$ cat src/rtl/push_button_debounce.sv
// push_button_debounce
// Conditions raw push-button pins for the GPIO input: each channel gets a
// two-flop synchronizer, a counter-based debounce FSM and one-cycle
// press/release pulses. Sticky event flags with write-1-to-clear feed a
// maskable, registered level interrupt.
module push_button_debounce #(
  parameter int NUM_BTN         = 4,
  parameter int DEBOUNCE_CYCLES = 100000
) (
  input  logic                   sys_clock,
  input  logic                   reset,
  input  logic [NUM_BTN-1:0]     btn_raw_i,
  output logic [NUM_BTN-1:0]     btn_db_o,
  output logic [NUM_BTN-1:0]     press_o,
  output logic [NUM_BTN-1:0]     release_o,
  input  logic [2*NUM_BTN-1:0]   evt_clr_i,
  input  logic [2*NUM_BTN-1:0]   irq_en_i,
  output logic [NUM_BTN-1:0]     evt_press_o,
  output logic [NUM_BTN-1:0]     evt_release_o,
  output logic                   irq_o
);

  localparam int               CNT_W    = $clog2(DEBOUNCE_CYCLES + 1);
  localparam logic [CNT_W-1:0] CNT_LAST = CNT_W'(DEBOUNCE_CYCLES - 1);

  typedef enum logic [1:0] {
    ST_STABLE0 = 2'd0,
    ST_PEND1   = 2'd1,
    ST_STABLE1 = 2'd2,
    ST_PEND0   = 2'd3
  } state_t;

  logic [NUM_BTN-1:0] r_sync1;
  logic [NUM_BTN-1:0] r_sync2;
  logic [NUM_BTN-1:0] w_db;
  logic [NUM_BTN-1:0] w_press;
  logic [NUM_BTN-1:0] w_release;

  // Two-flop synchronizer bringing the asynchronous pins into the clock domain.
  // NOTE: sequential state is always assigned with <= so every flop samples
  // the pre-edge value of its neighbours, exactly like the hardware does.
  always_ff @(posedge sys_clock) begin
    if (!reset) begin
      r_sync1 <= '0;
      r_sync2 <= '0;
    end else begin
      r_sync1 <= btn_raw_i;
      r_sync2 <= r_sync1;
    end
  end

  for (genvar gi = 0; gi < NUM_BTN; gi++) begin : g_ch
    state_t           r_state;
    state_t           w_state_nxt;
    logic [CNT_W-1:0] r_cnt;
    logic [CNT_W-1:0] w_cnt_nxt;
    logic             r_db;
    logic             w_db_nxt;
    logic             r_press;
    logic             w_press_nxt;
    logic             r_rel;
    logic             w_rel_nxt;
    logic             w_s;

    assign w_s = r_sync2[gi];

    // Debounce state, counter and the registered level/pulse outputs.
    // NOTE: every flop, including the counter, is reset so a button held
    // through reset is re-debounced from scratch afterwards.
    always_ff @(posedge sys_clock) begin
      if (!reset) begin
        r_state <= ST_STABLE0;
        r_cnt   <= '0;
        r_db    <= 1'b0;
        r_press <= 1'b0;
        r_rel   <= 1'b0;
      end else begin
        r_state <= w_state_nxt;
        r_cnt   <= w_cnt_nxt;
        r_db    <= w_db_nxt;
        r_press <= w_press_nxt;
        r_rel   <= w_rel_nxt;
      end
    end

    // Next-state logic: a level is accepted after DEBOUNCE_CYCLES+1 identical
    // synchronized samples; any disagreeing sample returns to the old level.
    // NOTE: every output of this block gets a default first so no path can
    // leave a signal unassigned and infer a latch.
    always_comb begin
      w_state_nxt = r_state;
      w_cnt_nxt   = r_cnt;
      w_db_nxt    = r_db;
      w_press_nxt = 1'b0;
      w_rel_nxt   = 1'b0;
      case (r_state)
        ST_STABLE0: begin
          if (w_s) begin
            w_state_nxt = ST_PEND1;
            w_cnt_nxt   = '0;
          end
        end
        ST_PEND1: begin
          if (!w_s) begin
            w_state_nxt = ST_STABLE0;
            w_cnt_nxt   = '0;
          end else if (r_cnt == CNT_LAST) begin
            w_state_nxt = ST_STABLE1;
            w_cnt_nxt   = '0;
            w_db_nxt    = 1'b1;
            w_press_nxt = 1'b1;
          end else begin
            w_cnt_nxt = r_cnt + CNT_W'(1);
          end
        end
        ST_STABLE1: begin
          if (!w_s) begin
            w_state_nxt = ST_PEND0;
            w_cnt_nxt   = '0;
          end
        end
        ST_PEND0: begin
          if (w_s) begin
            w_state_nxt = ST_STABLE1;
            w_cnt_nxt   = '0;
          end else if (r_cnt == CNT_LAST) begin
            w_state_nxt = ST_STABLE0;
            w_cnt_nxt   = '0;
            w_db_nxt    = 1'b0;
            w_rel_nxt   = 1'b1;
          end else begin
            w_cnt_nxt = r_cnt + CNT_W'(1);
          end
        end
        default: begin
          w_state_nxt = ST_STABLE0;
          w_cnt_nxt   = '0;
        end
      endcase
    end

    assign w_db[gi]      = r_db;
    assign w_press[gi]   = r_press;
    assign w_release[gi] = r_rel;
  end

  assign btn_db_o  = w_db;
  assign press_o   = w_press;
  assign release_o = w_release;

  logic [NUM_BTN-1:0] r_evt_press;
  logic [NUM_BTN-1:0] r_evt_rel;
  logic [NUM_BTN-1:0] w_evt_press_nxt;
  logic [NUM_BTN-1:0] w_evt_rel_nxt;
  logic               r_irq;
  logic               w_irq_nxt;

  // Sticky flags: a pulse sets, a W1C strobe clears, set wins on collision.
  // The interrupt is computed from the next-state flags so a clear or mask
  // takes effect on the very next edge.
  always_comb begin
    w_evt_press_nxt = (r_evt_press & ~evt_clr_i[NUM_BTN-1:0]) | w_press;
    w_evt_rel_nxt   = (r_evt_rel & ~evt_clr_i[2*NUM_BTN-1:NUM_BTN]) | w_release;
    w_irq_nxt       = |({w_evt_rel_nxt, w_evt_press_nxt} & irq_en_i);
  end

  // Event flag and interrupt registers.
  always_ff @(posedge sys_clock) begin
    if (!reset) begin
      r_evt_press <= '0;
      r_evt_rel   <= '0;
      r_irq       <= 1'b0;
    end else begin
      r_evt_press <= w_evt_press_nxt;
      r_evt_rel   <= w_evt_rel_nxt;
      r_irq       <= w_irq_nxt;
    end
  end

  assign evt_press_o   = r_evt_press;
  assign evt_release_o = r_evt_rel;
  assign irq_o         = r_irq;

endmodule

$ cat config.mk
export PLATFORM = sky130hd
export DESIGN_NAME = push_button_debounce
export DESIGN_NICKNAME = d
export VERILOG_FILES = /design/src/rtl/push_button_debounce.sv
export SDC_FILE = /design/constraint.sdc
export NUM_CORES = 1
export LEC_CHECK = 0
export BUFFER_PORTS_ARGS = -buffer_cell sky130_fd_sc_hd__buf_2
export CAP_MARGIN = 30
export CORE_MARGIN = 5
export CORE_UTILIZATION = 60
export DETAILED_ROUTE_END_ITERATION = 8
export PLACE_DENSITY = 0.8
export SLEW_MARGIN = 10
export SYNTH_ARGS = -nofsm -noshare
export SYNTH_HDL_FRONTEND = slang
export SYNTH_SLANG_ARGS = --single-unit
$ cat constraint.sdc
create_clock -name sys_clock -period 2.2 [get_ports sys_clock]
set_input_delay 0.22 -clock sys_clock [delete_from_list [all_inputs] [get_ports sys_clock]]
set_output_delay 0.22 -clock sys_clock [all_outputs]
set_load 0.02 [all_outputs]
==> summary.md <==
| Metric | Value |
|---|---|
| Req. time, crit path | `2.49 ns` |
| CP endpoint kind | `register` |
| P_sw | `0.741 mW` |
| GR Overflow Total | `0` |
| FF+latch count, synth | `105` |
| Die width | `102 µm` |
| DRC viols | `0` |
| Gate Count Post-Synth | `603` |
| Final critical-path required period | `2.04 ns` |
| RSZ-0062 raised after global routing | `no` |
| Setup violations, final | `0` |
| ANT cells | `0` |
| Hold_ws | `0.0599 ns` |
| Top_reg_cell synth | `dfxtp_1` |
| Fmax | `0.490 GHz` |
| Logic pwr share | `4.4%` |
| Hold_buf cts | `0` |
| Static leakage | `2.10 nW` |
| Synthesis-to-finish area growth | `9.95%` |
| Worst-margin pin slew | `0.624 ns` |
| GPL Wtd Cong | `0.938` |
| Nets | `669` |
| Clock Path Buffers | `2` |
| Max_cap viols | `0` |
| Die height | `102 µm` |
| CTS Buf Count | `9` |
| WL final | `11300 µm` |
| Crit path max fanout | `8` |
| Largest net degree at the start of global routing | `21` |
| Core ar. | `0.00822 mm²` |
| Synth Cell Area | `0.00504 mm²` |
| Async set-reset flop share out of synthesis | `0%` |
| Sw Share | `22.2%` |
| Post-synth cell types | `60` |
| Mapped Nets | `629` |
| Fillers | `657` |
| Reg power frac | `58.0%` |
| Area leader, netlist | `dfxtp_1` |
| Worst relative slew slack | `58.0%` |
| Crit Path Category | `reg -> reg` |
| Status | `finished, final reports clean` |
| Fin. max-slew vios | `0` |
| Vias per cell | `6.04` |
| Initial antenna violation count | `0` |
| EDFF count, synth | `0` |
| CTS tree | `built` |
| Crit path launch type | `register` |
| Clk pwr share | `37.6%` |
| CTS Root Cell | `clkbuf_8` |
| WL per Instance | `15.0 µm` |
| Setup TNS | `0 ns` |
| Initial cell density of the core | `61.4%` |
| Via count | `4546` |
| Post-layout util | `67.5%` |
| Number of DRC markers in iteration 0 | `192` |
| Arr. time, crit path | `2.33 ns` |
| CTS H-tree lvls | `3` |
| CTS clk-pin slew, worst paths | `0.09 ns` |
| Ports | `43` |
| Final hold viol count | `0` |
| Fin crit share | `92.8%` |
| Post-CTS Setup Bufs | `0` |
| Worst skew pair latency | `0.36 ns` |
| Post-synthesis sequential area ratio | `41.7%` |
| Placement Rows | `33` |
| Port Buffers | `42` |
| Cells taking the most area after synthesis | `dfxtp_1 (42%), nand2_1 (4.5%), nor2_1 (4.2%)` |
| Setup Skew | `0.00740 ns` |
| Vias in the first global route | `4229` |
| Share of layout cells above drive strength 1 | `14.7%` |
| HP Class | `in -> reg` |
| Full die area | `0.0103 mm²` |
| Clock sink count | `105` |
| Share of the synthesized area in the top cell type | `41.7%` |
| Detail Route Antenna Nets | `0` |
| Mean Syn Cell Area | `8.36 µm²` |
| Pwr Density | `601 mW/mm²` |
| YS warnings | `0` |
| DR pass1 iterations | `5` |
| GRT Util Overall | `22.6%` |
| Footprint of the multi-input gates | `0.00271 mm²` |
| First-pass GRT wire length | `19100 µm` |
| Int Pwr | `2.59 mW` |
| Peak supply drop | `0.414 mV` |
| Post-DP HPWL | `8170 µm` |
| Register area | `0.00210 mm²` |
cells by family (layout without fill, tap and decap cells):
| group | count (synthesis) | count (layout) | share of synthesized area [%] |
|---|---|---|---|
| AOI/OAI and AO/OA | 137 | 137 | 16.9 |
| xor gates and xnor gates | 15 | 15 | 2.60 |
| adders and majority gates | 4 | 4 | 0.992 |
| buffers and inverters | 42 | 87 | 4.84 |
| DFF | 105 | 105 | 41.7 |
| muxes | 9 | 9 | 1.81 |
| and+or+nand+nor | 291 | 291 | 31.2 |
final cells by class:
class,count,share of cell area [%]
Multi-Input combinational cell,456,48.8
Inverter,10,0.677
Timing Repair Buffer,61,6.36
Clock buffer,12,2.98
Clock inverter,4,0.880
Sequential cell,105,37.9
Tap cell,105,2.37
worst max-delay path, cell delays in order (launching register included):
cell and delay, ns:
dfxtp_1 0.35, ha_1 0.26, and4_1 0.25, and4_1 0.24, buf_4 0.18, or2_1 0.30, o31a_1 0.28, a31oi_1 0.13
sequential cells by signal, summed over array words and instances (netlist names), named ones only:
register and count:
g_ch.r_press 4, evt_press_o 4, g_ch.r_db 4, r_sync2 4, r_sync1 4, evt_release_o 4, g_ch.r_rel 4, g_ch.r_cnt 68
g_ch.r_state 4, irq_o 1
path summary, 6_finish.rpt:
kind / start / end / slack [ns] / cells past startpoint
setup reg to reg: g_ch[1].r_cnt[0] / g_ch[1].r_cnt[15] / 0.16 / 7
hold / removal: btn_raw_i[3] / r_sync1[3] / 0.06 / 2
setup / recovery: g_ch[1].r_cnt[0] / g_ch[1].r_cnt[15] / 0.16 / 7
hold reg to reg: r_sync1[0] / r_sync2[0] / 0.44 / 1
metal layers:
layer	vias up	track usage, %	wire (µm)
met5	-	0	0
li1	2286	-	-
met2	148	38.2	5400
met1	2096	29.2	5030
met4	0	5.52	146
met3	16	5.23	759
cell usage after synthesis, types with 3 or more instances:
master	n
nand2_1	61
nand3_1	39
a41oi_1	5
nor3_1	18
or2_2	4
clkbuf_1	11
or3_1	12
inv_1	10
buf_2	3
nand4_1	16
nor2_1	57
a22o_1	7
nor4_1	6
buf_4	12
a21oi_1	30
a21o_1	5
and2_1	14
a31oi_1	30
xnor2_1	5
nor3b_1	6
nor4bb_1	5
buf_6	5
xor2_1	10
o21ai_0	38
dfxtp_1	105
and3_1	15
ha_1	4
and4_1	7
nand2b_1	3
mux2i_1	8
nor2b_1	10
a211oi_1	4
nor4b_1	4
cells in the final DEF, fill, tap and decap left out, types with 3 or more instances in the layout:
cell	instances
a21oi_1	30
mux2i_1	8
a21o_1	5
and3_1	15
inv_1	10
a31oi_1	30
and4_1	7
o21ai_0	38
nor4b_1	4
a211oi_1	4
or3_1	12
nor3_1	18
nor4_1	6
nor3b_1	6
nor2b_1	10
and2_1	14
xnor2_1	5
nand2_1	61
dfxtp_1	105
nand3_1	39
buf_4	19
nand4_1	16
nor2_1	56
or2_2	4
nor4bb_1	5
buf_2	42
a22o_1	7
nand2b_1	3
a41oi_1	5
xor2_1	10
clkbuf_8	12
ha_1	4
repair_timing:
action / in CTS / in global routing
gates resized for setup: 0 / 2
hold endpoints to repair: 0 / 0
endpoints found under the setup margin: 0 / 8
power by group through the flow:
stage | Clock (mW) | Combinational (mW) | Sequential (mW)
after global placement | 0 | 0.141 | 1.97
final | 1.25 | 0.148 | 1.93
after detailed placement | 0 | 0.146 | 1.98
after floorplan | 0 | 0.0947 | 1.97
after global routing | 1.37 | 0.162 | 1.94
after CTS | 1.28 | 0.147 | 1.93
through the flow:
step                      setup slack (ns)  cell area [µm²]  power, mW  instances
after CTS                           0.0534             5540       3.36        753
final                                0.159             5550       3.33        753
after global routing                0.0264             5550       3.46        753
after detailed placement            0.0813             5320       2.12        737
after floorplan                      0.256             5040       2.06        603
after global placement               0.205             5320       2.12        737
Power figures use the tool's default switching activity.
